### src/rtl/ped_req_ctl_pkg.sv
// Shared types and widths for the pedestrian request controller.
package ped_req_ctl_pkg;

    localparam int WAIT_W = 8;

    typedef enum logic [1:0] {
        IDLE     = 2'd0,
        ARMED    = 2'd1,
        SERVING  = 2'd2,
        COOLDOWN = 2'd3
    } state_e;

endpackage

### src/rtl/ped_req_ctl_btn_debounce.sv
// Two-flop synchroniser plus counter debounce; emits a one-cycle pulse when
// the debounced level rises. Reusable for any active-high push button.
module btn_debounce #(
    parameter int DB_CYCLES = 20
) (
    input  logic clk,
    input  logic rst,
    input  logic btn_i,
    output logic press_evt_o
);

    localparam int CNT_W = (DB_CYCLES > 1) ? $clog2(DB_CYCLES + 1) : 1;

    logic             sync1_q, sync2_q;
    logic             level_q, level_d;
    logic [CNT_W-1:0] cnt_q, cnt_d;
    logic             press_q, press_d;

    always_comb begin
        level_d = level_q;
        cnt_d   = '0;
        press_d = 1'b0;
        if (sync2_q != level_q) begin
            // The level only changes after DB_CYCLES consecutive disagreeing samples.
            if (cnt_q == CNT_W'(DB_CYCLES - 1)) begin
                level_d = sync2_q;
                press_d = sync2_q;
            end else begin
                cnt_d = cnt_q + CNT_W'(1);
            end
        end
    end

    always_ff @(posedge clk) begin
        if (!rst) begin
            sync1_q <= 1'b0;
            sync2_q <= 1'b0;
            level_q <= 1'b0;
            cnt_q   <= '0;
            press_q <= 1'b0;
        end else begin
            sync1_q <= btn_i;
            sync2_q <= sync1_q;
            level_q <= level_d;
            cnt_q   <= cnt_d;
            press_q <= press_d;
        end
    end

    assign press_evt_o = press_q;

endmodule

### src/rtl/ped_req_ctl.sv
// Pedestrian request conditioning for the light controller: debounced button,
// latched request held until Pg serves it, cooldown spacing and wait timer.
module ped_req_ctl
    import ped_req_ctl_pkg::*;
#(
    parameter int CLK_PER_SEC = 1000,
    parameter int DB_CYCLES   = 20,
    parameter int COOLDOWN_S  = 10,
    parameter int PULSE_MODE  = 0
) (
    input  logic              clk,
    input  logic              rst,
    input  logic              btn,
    input  logic              Pg,
    output logic              N,
    output logic              req_pending,
    output logic [WAIT_W-1:0] wait_s
);

    localparam int PRE_W = (CLK_PER_SEC > 1) ? $clog2(CLK_PER_SEC) : 1;
    localparam int CD_W  = (COOLDOWN_S > 1) ? $clog2(COOLDOWN_S + 1) : 1;

    state_e            state_q, state_d;
    logic [PRE_W-1:0]  presc_q, presc_d;
    logic [CD_W-1:0]   cd_q, cd_d;
    logic              shadow_q, shadow_d;
    logic [WAIT_W-1:0] wait_q, wait_d;
    logic              n_q, n_d;
    logic              pend_q, pend_d;
    logic              press;
    logic              sec_tick;
    logic              enter_armed;

    btn_debounce #(
        .DB_CYCLES (DB_CYCLES)
    ) u_debounce (
        .clk         (clk),
        .rst         (rst),
        .btn_i       (btn),
        .press_evt_o (press)
    );

    assign sec_tick = (presc_q == PRE_W'(CLK_PER_SEC - 1));
    assign presc_d  = sec_tick ? '0 : presc_q + PRE_W'(1);

    always_comb begin
        state_d  = state_q;
        cd_d     = cd_q;
        shadow_d = shadow_q;
        wait_d   = wait_q;
        case (state_q)
            IDLE: begin
                if (press) state_d = ARMED;
            end
            ARMED: begin
                if (sec_tick && (wait_q != '1)) wait_d = wait_q + WAIT_W'(1);
                if (Pg) state_d = SERVING;
            end
            SERVING: begin
                if (!Pg) begin
                    state_d = COOLDOWN;
                    cd_d    = CD_W'(COOLDOWN_S);
                end
            end
            default: begin
                // A press arriving on the exit cycle itself still counts as queued.
                if (cd_q == '0) begin
                    state_d  = (shadow_q || press) ? ARMED : IDLE;
                    shadow_d = 1'b0;
                end else begin
                    if (sec_tick) cd_d = cd_q - CD_W'(1);
                    if (press) shadow_d = 1'b1;
                end
            end
        endcase

        enter_armed = (state_d == ARMED) && (state_q != ARMED);
        if (enter_armed) wait_d = '0;

        n_d    = (PULSE_MODE != 0) ? enter_armed : (state_d == ARMED);
        pend_d = (state_d == ARMED);
    end

    always_ff @(posedge clk) begin
        if (!rst) begin
            state_q  <= IDLE;
            presc_q  <= '0;
            cd_q     <= '0;
            shadow_q <= 1'b0;
            wait_q   <= '0;
            n_q      <= 1'b0;
            pend_q   <= 1'b0;
        end else begin
            state_q  <= state_d;
            presc_q  <= presc_d;
            cd_q     <= cd_d;
            shadow_q <= shadow_d;
            wait_q   <= wait_d;
            n_q      <= n_d;
            pend_q   <= pend_d;
        end
    end

    assign N           = n_q;
    assign req_pending = pend_q;
    assign wait_s      = wait_q;

endmodule

### config.mk
export PLATFORM = sky130hd
export DESIGN_NAME = ped_req_ctl
export DESIGN_NICKNAME = d
export VERILOG_FILES = /design/src/rtl/ped_req_ctl_pkg.sv /design/src/rtl/ped_req_ctl_btn_debounce.sv /design/src/rtl/ped_req_ctl.sv
export SDC_FILE = /design/constraint.sdc
export NUM_CORES = 1
export LEC_CHECK = 0
export CAP_MARGIN = 20
export CELL_PAD_IN_SITES_DETAIL_PLACEMENT = 2
export CELL_PAD_IN_SITES_GLOBAL_PLACEMENT = 2
export CORE_MARGIN = 3
export CORE_UTILIZATION = 35
export DETAILED_ROUTE_END_ITERATION = 8
export GPL_ROUTABILITY_DRIVEN = 1
export PLACE_DENSITY = 0.87
export RECOVER_POWER = 50
export SYNTH_ARGS = -nofsm -noshare
export SYNTH_HDL_FRONTEND = slang
export SYNTH_SLANG_ARGS = --single-unit
### constraint.sdc
create_clock -name clk -period 2.3 [get_ports clk]
set_input_delay 0.46 -clock clk [delete_from_list [all_inputs] [get_ports clk]]
set_output_delay 0.46 -clock clk [all_outputs]
set_load 0.02 [all_outputs]
Word level (Yosys, flattened, before mapping)
Cells that the tools add are included.

storage, ports and cells
  flip-flop bits (word level) = 35
  input port bits = 4
  output and inout bits = 10
  logic and storage cells = 58

operators by class
  add/subtract/negate cells = 4
  eq/ne operators = 10
  multiplexer cells = 12
  bitwise operators = 4
  reductions and logical operators = 17

operator list
  operator                                              number
  2-to-1 mux 4 bit                                      3
  adder 10 x 1 -> 10 bit (second input constant)        1
  equality test 10 bit (second input constant)          1
  adder 8 x 1 -> 8 bit (second input constant)          1
  2-to-1 mux 2 bit                                      4
  != test 8 bit (second input constant)                 1
  one-hot mux 4 bit (2 select lines)                    1
  one-hot mux 2 bit (3 select lines)                    1
  AND reduction 2 bit                                   3
  OR reduction 2 bit                                    3
  OR reduction 3 bit                                    2
  adder 5 x 1 -> 5 bit (second input constant)          1
  equality test 5 bit (second input constant)           1
  equality test 2 x 1 -> 1 bit (second input constant)  2
  zero test 4 bit                                       1
  != test 2 x 1 -> 1 bit (second input constant)        2
  inverter 1 bit                                        4
  AND reduction 4 bit                                   1
  nonzero test 2 bit                                    2
  subtractor 4 x 1 -> 4 bit (second input constant)     1
  2-to-1 mux 1 bit                                      3
  AND reduction 3 bit                                   1
  equality test 2 bit (second input constant)           1
  logical AND 1 bit                                     2
  4 further kinds                                       4

Longest topological paths before layout
  depth in word-level cells = 7
  gate-level depth with buffers = 7

Cells and area by module
Synthesis repeated with hierarchy kept, for this count alone.

second synthesis, totals
  cell total of the unflattened synthesis = 193
  area total of the unflattened synthesis = 1,676.6 µm²

by module, submodules not included
  module        times used  cells an instance  area an instance (µm²)  sequential area each (µm²)
  ped_req_ctl   1           159                1,317.5                 520.5
  btn_debounce  1           34                 359.1                   180.2

Least setup slack after synthesis
Ideal clock, no wire load.

  path type = reg2reg
  start = reg presc_q[0]
  end = reg wait_q[4] (netlist: wait_s[4])
  library setup time = 0.069 ns
  arrival time = 1.677 ns
  required time = 2.231 ns
  path slack = 0.554 ns
  stages on the path, launching flop included = 6
  buffers on the path = 0
  cells stage by stage = dfxtp_1 -> ha_1 -> and4_2 -> nand4_4 -> or4_4 -> a21oi_2

between the ends
  word-level cells in the longest chain between the ends = 3

RTL lines
  element                        RTL line           source
  from (decl)                    ped_req_ctl.sv:24  logic [PRE_W-1:0] presc_q, presc_d;
  from (signal assigned)         ped_req_ctl.sv:95  presc_q <= presc_d;
  equality test 10 bit           ped_req_ctl.sv:43  assign sec_tick = (presc_q == PRE_W'(CLK_PER_SEC - 1));
  logical AND 1 bit              ped_req_ctl.sv:56  if (sec_tick && (wait_q != '1)) wait_d = wait_q + WAIT_W'(1);
  AND reduction 2 bit (no line)  -
  to (signal assigned)           ped_req_ctl.sv:98  wait_q <= wait_d;
  to (decl)                      ped_req_ctl.sv:27  logic [WAIT_W-1:0] wait_q, wait_d;

No other way between the ends.
A chain may end at the register's enable or synchronous reset.

Worst setup path in the final report
Same ends and word-level chain as after synthesis.

==> results.md <==
* Largest net degree at the start of global routing at 16
* Gr usage total at 0.1788
* Root buf cell: clkbuf_8
* Num CTS Buffers at 5
* Unique cell type count in the Yosys netlist at 46
* Psw at 0.2407 mW
* Crit start category: flop
* Antenna viol nets, final at 0
* Worst min-delay path class: flop to flop
* Netlist area before placement at 0.001640 mm²
* Period minus WS final at 2.006 ns
* Residual DRC at 0
* Slowest stage delay, CP at 0.56 ns
* Design Power at 1.078 mW
* Reg power frac at 0.575
* Initial antenna violation count at 0
* Placement row count at 24
* Drt first-iter violations at 43
* Unrepaired setup endpoints after global routing: false
* Cell Int Power at 0.8373 mW
* Die area at 0.005544 mm²
* Drt pass-1 iters at 3
* Final count of hold timing violations at 0
* Net count after synthesis at 191
* Fraction of layout cells with a size suffix above 1 at 0.08586
* Arrival time worst endpoint at 2.22 ns
* Worst-path clk slew at 0.07 ns
* First-pass GRT wire length at 7721 µm
* Critical path's slowest cell: or4_4
* Commonest non-fill, non-tap cell in the layout: dfxtp_1
* Worst skew pair latency at 0.28 ns
* Commonest non-fill, non-tap cells in the layout: dfxtp_1, nor2_1, nand2_1, nand3_1, inv_1
* Synthesis-to-layout area growth at 15.33%
* Total gr overflow at 0
* H-Tree Depth at 2
* Status: finished clean
* Worst-path cell chain: ha_1 > and4_2 > nand4_4 > or4_4 > a21oi_2
* Max-cap check violation count at 0
* Vias after detailed routing at 1394
* Comb pwr share at 0.027
* Post-route clock period utilization at 0.8720
* Crit. End Element: flop
* Sw frac at 0.2233
* Max VDD drop at 0.2594 mV
* WL per Instance at 16.85 µm
* I/O pin count at 14
* Synthesized instance count at 182
* Slew Viols, Final at 0
* CP bufs+invs at 0
* Register bit total from synthesis at 35
* Worst slew pin tran at 0.6787 ns
* Post-synth top area cell: dfxtp_1
* Clock Power Share at 0.398
* TritonCTS clock tree: built
* Postcts setup bufs at 0
* Max-slew headroom at 0.5468
* Clock sink count at 35
* Clock Path Buffers at 2
* FFs w/ async S/R, synth at 0
* Syn avg cell area at 9.013 µm²
* Ys flop type: dfxtp_1
* Vias in the first global route at 1583
* Leak Pwr at 0.6692 nW
* Final WL at 4212 µm
* Resized cells post-CTS at 0
* Setup TNS Final at 0 ns
* Routability Congestion at 0.7731
* Setup Viol. Count Final at 0
* Vias per cell at 5.576
* Area contributors post-synth: dfxtp_1, nor2_1, nand3_1, ha_1, xnor2_1
* Filler Cells Inserted at 503
* Synthesis warning total at 0
* Hold_buf cts at 0
* DIE HEIGHT at 74.46 µm
* Crit path max fanout at 10
* Die Wd at 74.46 µm
* Starting density of the core at 0.3691
* Yosys top cell area share at 0.4272
* Final Skew at 0.005522 ns
* Critical path type: flop to flop
* PD cells at 569.8 mW/mm²
* Post-detail-place hpwl at 3169 µm
* Post-synth EDFFs at 0
* Sequential share of the synthesized area at 0.4272
* Nets at 206
* Data required, critical path at 2.51 ns
* Port Buffer Count at 13
* Fmax at 498.6 MHz
* N_diodes at 0
* Core area at 0.004444 mm²
* Worst Hold Slack at 0.4398 ns
* CP delay by family, top: simple AND/OR/NAND/NOR gates
## per-layer routing
layer | track usage | wire (µm)
met1 | 0.2184 | 1848
met2 | 0.3083 | 2157
met3 | 0.04054 | 123
met4 | 0.06126 | 82
met5 | 0 | 0
## power by group through the flow
stage	logic [mW]	registers (mW)	clock network, mW
3_3_place_gp	0.0282	0.632	0
6_report	0.0294	0.620	0.429
4_1_cts	0.0306	0.620	0.446
2_1_floorplan	0.0174	0.631	0
3_5_place_dp	0.0302	0.634	0
5_1_grt	0.0346	0.621	0.468
## stage by stage
| step | instances | cell area, µm² | setup WS (ns) | util |
|---|---|---|---|---|
| after detailed placement | 242 | 1810 | 0.2709 | 0.4074 |
| after CTS | 250 | 1892 | 0.2892 | 0.4257 |
| final | 250 | 1892 | 0.2944 | 0.4257 |
| after global routing | 250 | 1892 | 0.09108 | 0.4257 |
| after global placement | 242 | 1810 | 0.3880 | 0.4074 |
| after floorplan | 182 | 1640 | 0.5538 | - |
## state kept, by name (all words and copies together) (netlist names)
| register | cells |
|---|---|
| u_debounce.press_evt_o | 1 |
| state_q | 2 |
| cd_q | 4 |
| u_debounce.sync2_q | 1 |
| shadow_q | 1 |
| u_debounce.cnt_q | 5 |
| req_pending | 1 |
| presc_q | 10 |
| wait_s | 8 |
| u_debounce.level_q | 1 |
| u_debounce.sync1_q | 1 |
## logic make-up (layout without fill, tap and decap cells)
logic type | Yosys count | after routing | share of synthesized area
flops | 35 | 35 | 0.4272
mux | 3 | 3 | 0.01831
compound gates | 25 | 25 | 0.1083
simple gates | 88 | 88 | 0.3082
xor+xnor | 12 | 12 | 0.06407
fa+ha+maj | 5 | 5 | 0.03814
buf+inv | 14 | 30 | 0.03585
## cells in the mapped netlist, drive strengths merged (2+ instances only)
cell type,number
nor3b,2
xor2,6
nor2,22
inv,9
nand2,13
ha,5
o21ai,4
buf,3
dfxtp,35
nor2b,3
and3,3
a211oi,2
xnor2,6
nand4,5
nor3,7
mux2i,3
and2,5
nand3,13
and4bb,3
and4,2
or4,3
clkbuf,2
a21oi,7
or3,2
o31ai,4
## worst reg2reg max path, delay by kind of cell, from the launching register on
kind / cells / cell delay [ns]
DFF: 1 / 0.42
and+or+nand+nor: 3 / 1.10
AOI/OAI and AO/OA: 1 / 0.14
adders and majority gates: 1 / 0.28
## final cells by class
cell class / instances / area [µm²] / share of cell area
well taps: 52 / 65.06 / 0.03439
inverters: 9 / 33.78 / 0.01786
multi-input cells: 133 / 880.8 / 0.4656
clock inverters: 1 / 5.005 / 0.002646
repair buffers: 13 / 130.1 / 0.06878
clock buffers: 7 / 76.32 / 0.04034
flip-flops and latches: 35 / 700.7 / 0.3704
## final timing paths
kind                                       from                            end  slack (ns)  cells after the start
hold reg to reg   u_debounce.sync1_q$_SDFF_PN0_  u_debounce.sync2_q$_SDFF_PN0_        0.44                      1
setup / recovery          presc_q[0]$_SDFF_PP0_         wait_s[4]$_SDFFE_PP0P_        0.29                      5
hold / removal    u_debounce.sync1_q$_SDFF_PN0_  u_debounce.sync2_q$_SDFF_PN0_        0.44                      1
setup reg to reg          presc_q[0]$_SDFF_PP0_         wait_s[4]$_SDFFE_PP0P_        0.29                      5
(Power assumes the default switching activity.)
